<file path="src/rtl/regfile_pkg.sv">
// regfile_pkg: shared defaults and address-width helper for the multi-port register file
package regfile_pkg;
    localparam int XLEN_DEF  = 32;
    localparam int NREGS_DEF = 32;
    function automatic int addr_w(input int n);
        return (n > 1) ? $clog2(n) : 1;
    endfunction
endpackage

</file>
<file path="src/rtl/regfile_scoreboard.sv">
// regfile_scoreboard: pending-write busy bits, set on issue and cleared on write
module regfile_scoreboard
    import regfile_pkg::*;
#(
    parameter int NREGS = NREGS_DEF,
    parameter int NWR   = 1,
    localparam int AW   = addr_w(NREGS)
) (
    input  logic              clk,
    input  logic              rst_n,
    input  logic              iss_en,
    input  logic [AW-1:0]     iss_addr,
    input  logic [NWR-1:0]    wr_en,
    input  logic [NWR*AW-1:0] wr_addr,
    output logic [NREGS-1:0]  busy
);
    logic [NREGS-1:0] r_busy;
    logic [NREGS-1:0] w_set;
    logic [NREGS-1:0] w_clr;
    always_comb begin
        w_set = '0;
        w_clr = '0;
        if (iss_en) w_set[iss_addr] = 1'b1;
        for (int p = 0; p < NWR; p++)
            if (wr_en[p]) w_clr[wr_addr[p*AW +: AW]] = 1'b1;
    end
    // set applied after clear so a same-edge issue survives the retiring write
    always_ff @(posedge clk or negedge rst_n)
        if (!rst_n) r_busy <= '0;
        else        r_busy <= ((r_busy & ~w_clr) | w_set) & ~NREGS'(1);
    assign busy = r_busy;
endmodule

</file>
<file path="src/rtl/regfile_mp.sv">
// regfile_mp: multi-port register file with x0 hardwired to zero, registered reads,
// write-to-read bypass and a pending-write scoreboard
module regfile_mp
    import regfile_pkg::*;
#(
    parameter int XLEN  = XLEN_DEF,
    parameter int NREGS = NREGS_DEF,
    parameter int NRD   = 2,
    parameter int NWR   = 1,
    localparam int AW   = addr_w(NREGS)
) (
    input  logic                clk,
    input  logic                rst_n,
    input  logic [NRD-1:0]      rd_en,
    input  logic [NRD*AW-1:0]   rd_addr,
    output logic [NRD*XLEN-1:0] rd_data,
    output logic [NRD-1:0]      rd_valid,
    input  logic [NWR-1:0]      wr_en,
    input  logic [NWR*AW-1:0]   wr_addr,
    input  logic [NWR*XLEN-1:0] wr_data,
    input  logic                iss_en,
    input  logic [AW-1:0]       iss_addr,
    output logic [NREGS-1:0]    busy
);
    logic [XLEN-1:0]     r_regs [NREGS];
    logic [NRD*XLEN-1:0] r_rd_data;
    logic [NRD-1:0]      r_rd_valid;
    logic [NRD*XLEN-1:0] w_rd_next;
    // ascending port order makes the highest-index write the last assignment, so it wins
    always_ff @(posedge clk or negedge rst_n)
        if (!rst_n) begin
            for (int n = 0; n < NREGS; n++) r_regs[n] <= '0;
        end else begin
            for (int p = 0; p < NWR; p++)
                if (wr_en[p] && wr_addr[p*AW +: AW] != '0)
                    r_regs[wr_addr[p*AW +: AW]] <= wr_data[p*XLEN +: XLEN];
        end
    always_comb begin
        w_rd_next = '0;
        for (int i = 0; i < NRD; i++) begin
            w_rd_next[i*XLEN +: XLEN] = r_regs[rd_addr[i*AW +: AW]];
            for (int p = 0; p < NWR; p++)
                if (wr_en[p] && wr_addr[p*AW +: AW] == rd_addr[i*AW +: AW])
                    w_rd_next[i*XLEN +: XLEN] = wr_data[p*XLEN +: XLEN];
            if (rd_addr[i*AW +: AW] == '0) w_rd_next[i*XLEN +: XLEN] = '0;
        end
    end
    always_ff @(posedge clk or negedge rst_n)
        if (!rst_n) begin
            r_rd_data  <= '0;
            r_rd_valid <= '0;
        end else begin
            r_rd_valid <= rd_en;
            for (int i = 0; i < NRD; i++)
                if (rd_en[i]) r_rd_data[i*XLEN +: XLEN] <= w_rd_next[i*XLEN +: XLEN];
        end
    assign rd_data  = r_rd_data;
    assign rd_valid = r_rd_valid;
    regfile_scoreboard #(.NREGS(NREGS), .NWR(NWR)) u_sb (
        .clk      (clk),
        .rst_n    (rst_n),
        .iss_en   (iss_en),
        .iss_addr (iss_addr),
        .wr_en    (wr_en),
        .wr_addr  (wr_addr),
        .busy     (busy)
    );
endmodule

</file>
<file path="config.mk">
export PLATFORM = sky130hd
export DESIGN_NAME = regfile_mp
export DESIGN_NICKNAME = d
export VERILOG_FILES = /design/src/rtl/regfile_pkg.sv /design/src/rtl/regfile_scoreboard.sv /design/src/rtl/regfile_mp.sv
export SDC_FILE = /design/constraint.sdc
export NUM_CORES = 2
export LEC_CHECK = 0
export CELL_PAD_IN_SITES_DETAIL_PLACEMENT = 0
export CELL_PAD_IN_SITES_GLOBAL_PLACEMENT = 1
export CORE_ASPECT_RATIO = 1.25
export CORE_MARGIN = 2
export CORE_UTILIZATION = 50
export CTS_CLUSTER_SIZE = 8
export DETAILED_ROUTE_END_ITERATION = 8
export PLACE_DENSITY = 0.81
export SLEW_MARGIN = 20
export SYNTH_ARGS = -nofsm -noshare
export SYNTH_HDL_FRONTEND = slang
export SYNTH_HIERARCHICAL = 1
export SYNTH_SLANG_ARGS = --single-unit
</file>
<file path="constraint.sdc">
create_clock -name clk -period 1.8 [get_ports clk]
set_input_delay 0.36 -clock clk [delete_from_list [all_inputs] [get_ports clk]]
set_output_delay 0.36 -clock clk [all_outputs]
set_load 0.1 [all_outputs]
</file>
# Word-level counts from Yosys, hierarchy flattened
# Cells that the tools add are included.
# word_totals
wordCells	80
regBits	1121
in_bits	58
# op_classes
n_bitwise	6
eq_ne	2
reduce_logical	9
mux	19
n_lt_le_gt_ge	8
# ops
cell	n
1024-bit bitwise mux	1
32-bit two-way mux	11
32-bit binary-select mux with 5-bit select	2
32-bit demux with 5-bit select	1
32-bit AND	1
32-bit NOT	1
32-bit bitwise OR	1
6-bit >= comparator (second input constant)	3
5-bit NOT with 6-bit output	3
5-bit by 6-bit < comparator with 1-bit output (second input constant)	2
1-bit demux with 5-bit select	2
5-bit equality test	2
5-bit by 1-bit >= comparator with 1-bit output (second input constant)	2
5-bit logical NOT	2
1-bit logical AND	6
6-bit by 1-bit < comparator with 1-bit output (second input constant)	1
5-bit nonzero test	1
1-bit two-way mux	2

# Longest topological paths before layout
# depth
depth_word	8
depth_mapped	9

# By module
# The synthesis kept the hierarchy.
# modules_own_cells
module	area_each_um2	cells_each	n_inst	seq_area_each_um2
regfile_mp	57189.8	4001	1	27276.2
regfile_scoreboard	1282.5	121	1	775.7

# Least setup slack after synthesis
# OpenSTA, ideal clock, no wires.
# synth_timing
path_kind	input to register
start	input port rd_addr[7]
end	register r_rd_data[33] (netlist: rd_data[33])
path_slack_ns	-0.447
path_stages	8
path_buffers	4
t_arrival_ns	2.116
cell_sequence	buf_2 > buf_2 > buf_2 > clkbuf_1 > mux4_2 > a22oi_1 > a21oi_1 > or3b_1
# synth_between
elab_chain_len	6
word_cells_on_any_way	9
classes_between	eq/ne (1); mux (5); bitwise (1); reduce/logical (2)
# synth_lines
item	line_no	source
start: declaration	regfile_mp.sv:15	input logic [NRD*AW-1:0] rd_addr,
5-bit NOT with 6-bit output (not written as such)	regfile_mp.sv:41	w_rd_next[i*XLEN +: XLEN] = r_regs[rd_addr[i*AW +: AW]];
32-bit binary-select mux with 5-bit select	regfile_mp.sv:41	
32-bit two-way mux (not written as such) (2 in a row)	regfile_mp.sv:41	
32-bit two-way mux	regfile_mp.sv:43	if (wr_en[p] && wr_addr[p*AW +: AW] == rd_addr[i*AW +: AW])
32-bit two-way mux *	regfile_mp.sv:45	if (rd_addr[i*AW +: AW] == '0) w_rd_next[i*XLEN +: XLEN] = '0;
end signal: indexed assignment	regfile_mp.sv:55	if (rd_en[i]) r_rd_data[i*XLEN +: XLEN] <= w_rd_next[i*XLEN +: XLEN];
end: declaration	regfile_mp.sv:26	logic [NRD*XLEN-1:0] r_rd_data;
# Every way passes the cells marked *; elsewhere a longest branch is shown, timed or not. The select of a mux whose other input is x is not followed.
# A chain may end at the register's enable or synchronous reset.

# Worst setup path in the final report
# layout_timing
start	input port rd_addr[6]
end	register r_rd_data[33] (netlist: rd_data[33])
# The elaborated chain is that of the path after synthesis.

==> summary by stage <==
Run status
The run finished, with violations left. The final reports fail on negative setup slack.

Synth
Yosys printed 6 warnings. In the post-synthesis netlist, the biggest area contributors are sky130_fd_sc_hd__dfrtp_1 48%, sky130_fd_sc_hd__mux2_2 19%, sky130_fd_sc_hd__mux4_2 15%. The most used flip-flop cell after synthesis is sky130_fd_sc_hd__dfrtp_1.

The net count after synthesis is 4180. The mapped netlist covers 0.0585 mm2. The largest total area in the synthesized netlist belongs to sky130_fd_sc_hd__dfrtp_1.

The sequential share of the synthesized area is 0.480. In this run, distinct cell masters in the synthesized netlist total 44. The synthesis-stage register bit count is 1121. The async set-or-reset flop fraction in the synthesized netlist is 1.00.

The average instance in the mapped netlist occupies 14.2 um2. The number of enable-type register cells in the synthesized netlist is 0. The number of instances in the synthesized netlist is 4122. The share of the synthesized area in the top cell type is 0.480.

Timing
The headroom to the max-slew limit is 0.571. On the final layout, the worst clock skew is 0.0245 ns. The number of failing hold endpoints at the final stage came to 0. The transition time of the tightest slew-check pin is 0.643 ns. Setup repair after global routing could not meet its margin everywhere. The setup slack of the critical path after layout is -0.0925 ns. Based on the critical path, the design can be clocked at up to 0.528 GHz. Hold is met by 0.0397 ns. The count of final max-slew check failures is 0. The number of setup violations in the final report is 18. The final cycle utilization of the critical path is 1.05. The minimum period implied by the final worst setup slack is 1.89 ns.

Place
Once detailed placement completed, the half-perimeter wirelength came to 131000 um. At the end of routability-driven placement, the weighted congestion stood at 0.903. The count of input and output buffers is 154.

Global route
Entering global routing, the biggest net connects 116 pins. The number of antenna violations at the first check in global routing is 4. In the global route stage, overall resource usage came out at 0.330.

For this run the aggregate overflow at the end of global routing stands at 0. The via count of the first global-routing pass came to 44400. The first global-routing pass estimated 289000 um of wire.

Worst setup path
STA classifies the critical path endpoint as a flip-flop. The critical path is of the in2reg type. The flop-to-flop setup slack is -0.09 ns.

The critical path capture point is rd_data[33]. In this run the worst path has a maximum fanout of 11. The critical path launch point type is an input port. Measured in cells, the most critical reg-to-reg path has a length of 5. In this run the critical register-to-register path is captured at rd_data[57]. For the worst setup path, the data required time is 2.46 ns. The worst reg2reg path startpoint is r_regs[537]. The timing startpoint of the critical path is rd_addr[6]. STA puts the critical path data arrival time at 2.55 ns.

Layout
Of the cells placed in the final design, the portion with a size suffix greater than 1 is 0.533. The multi-input combinational cells in the finished layout cover a total of 0.0290 mm2. Leaving out fill and tap cells, the most frequent cell in the layout is sky130_fd_sc_hd__dfrtp_1. The final net count is 4647. The area growth from synthesis to layout is 24.2%. The filler cells instantiated in the layout total 8543. The area occupied by registers is 0.0281 mm2. At the end of the flow the core is filled with cells to 0.624.

In the layout the commonest cells are 1078 x sky130_fd_sc_hd__dfrtp_1, 992 x sky130_fd_sc_hd__mux2_2, 427 x sky130_fd_sc_hd__buf_4, 384 x sky130_fd_sc_hd__mux4_2, 265 x sky130_fd_sc_hd__buf_12.

Floorplan
The floorplan row count is 140. Pin placement for this block handled 156 I/O pins. The floorplan step defined a die boundary enclosing 0.120 mm2. The core area is 0.116 mm2. The die is 310 um wide. For this configuration, the core starts out at a cell density of 0.503. The die extent in y is 386 um.

Power and ir drop
Power comes to 0.0817 W. The largest vdd supply drop is 0.882 mV. In this run the static leakage power is 31.8 nW.

Power spread over the standard cell area amounts to 1120 mW/mm2.

Clock network
Counting the buffers created by CTS gives 158. TritonCTS built the clock tree. The clock sink total is 1121.

The later pin in the worst-skew pair is clocked with a latency of 0.78 ns. Counting along the longest clock path gives a buffer depth of 3. The clock slew at the register clock pins of the worst setup and hold paths is 0.06 ns.

In this run the clock root is driven by a sky130_fd_sc_hd__clkbuf_16. The number of levels in the clock H-tree is 4.

Routing
The total wire length is 195000 um. The residual DRC count is 0. In the final routed layout, each cell accounts on average for 31.7 um.

The number of DRC markers in iteration 0 is 3930. Once detail routing completed, the nets flagged for antenna violations numbered 0. The via density per instance is 6.75.

The first TritonRoute pass finished after 9 iterations. The count of vias placed by the detailed router is 41700.

Hold path
The worst hold path class is in2async.

Job
Max-cap violations in this run came to 0.
worst min path at each step:
stage | startpoint | endpoint | slack (ns) | cells after the start
2_1_floorplan | rst_n | r_regs[0] | 0.06 | 0
3_3_place_gp | rst_n | r_regs[963] | 0.24 | 1
3_5_place_dp | rst_n | r_regs[835] | 0.24 | 1
4_1_cts | rst_n | r_regs[996] | 0.006 | 2
5_1_grt | rst_n | r_regs[835] | 0.04 | 2
6_report | rst_n | r_regs[835] | 0.04 | 2
layer usage:
| metal | vias to the layer above | global-route usage | share of wire |
|---|---|---|---|
| met1 | 22100 | 0.408 | 0.37 |
| met5 | - | 0 | 0.00014 |
| met4 | 4 | 0.221 | 0.073 |
| li1 | 16900 | - | - |
| met3 | 649 | 0.0665 | 0.076 |
| met2 | 2012 | 0.526 | 0.48 |
power by group:
group	switching, W	total (W)	internal, W
combinational	0.0100	0.0209	0.0109
clock	0.0110	0.0267	0.0157
sequential	0.00399	0.0341	0.0301
total	0.0250	0.0817	0.0567
flip-flops by register name, summed over array words and instances (netlist names):
| signal | count |
|---|---|
| u_sb/busy | 31 |
| r_regs | 1024 |
| rd_data | 64 |
| rd_valid | 2 |
through the flow:
step           cells  setup WS [ns]  setup TNS [ns]  instance area (um2)
6_report        6169        -0.0925          -0.601                72600
3_5_place_dp    5932          -1.07         -697.87                67400
4_1_cts         6137        -0.0894          -0.792                72100
5_1_grt         6168         -0.141           -2.31                72600
3_3_place_gp    5932         -0.997         -675.00                67400
2_1_floorplan   4122         -0.287          -16.23                59100
critical path, stage by stage:
cell and delay (ns):
sky130_fd_sc_hd__buf_2 0.25, sky130_fd_sc_hd__buf_6 0.26, sky130_fd_sc_hd__and2_4 0.34, sky130_fd_sc_hd__buf_4 0.29
sky130_fd_sc_hd__a221oi_1 0.17, sky130_fd_sc_hd__o21ai_0 0.34, sky130_fd_sc_hd__a21oi_1 0.16, sky130_fd_sc_hd__or3b_1 0.37
what timing repair did:
action	4_1_cts	5_1_grt
hold buffers	1	0
hold endpoints to repair	731	0
resized for setup	86	64
endpoints found under the setup margin	117	82
pin swaps	37	74
setup buffers	22	28
gates cloned	6	2
final cells by class:
cell class / instances / area share
Clock buffer: 162 / 0.0555
Clock inverter: 14 / 0.00231
Inverter: 6 / 0.000362
Antenna cell: 2 / 0.0000689
Sequential cell: 1121 / 0.387
Tap cell: 1562 / 0.0269
Multi-Input combinational cell: 2540 / 0.400
Timing Repair Buffer: 762 / 0.128
synth_stat cells (all sizes together), types with 2 or more instances:
master  number
xnor2       10
nand2      116
nand3        6
a21oi      128
o211ai      67
buf        183
a2111o      32
o21ai      128
nand4        2
mux2       992
mux2i      256
and2         3
nand3b      14
nor3b        4
clkinv       2
inv          4
a22oi      128
nor3         4
a222oi      32
or3b        39
or3          2
nor2        21
clkbuf     272
nor2b       35
dfrtp     1121
mux4       384
a221oi     128
kinds of logic after synthesis:
logic type	after synthesis	share of synthesized area
xor gates and xnor gates	10	0.00150
AOI/OAI and AO/OA	646	0.0783
muxes	1632	0.383
and+or+nand+nor	251	0.0231
other	1	0.0000641
DFF	1121	0.480
buffers and inverters	461	0.0345
No activity file was read; power rests on OpenSTA's default activity.
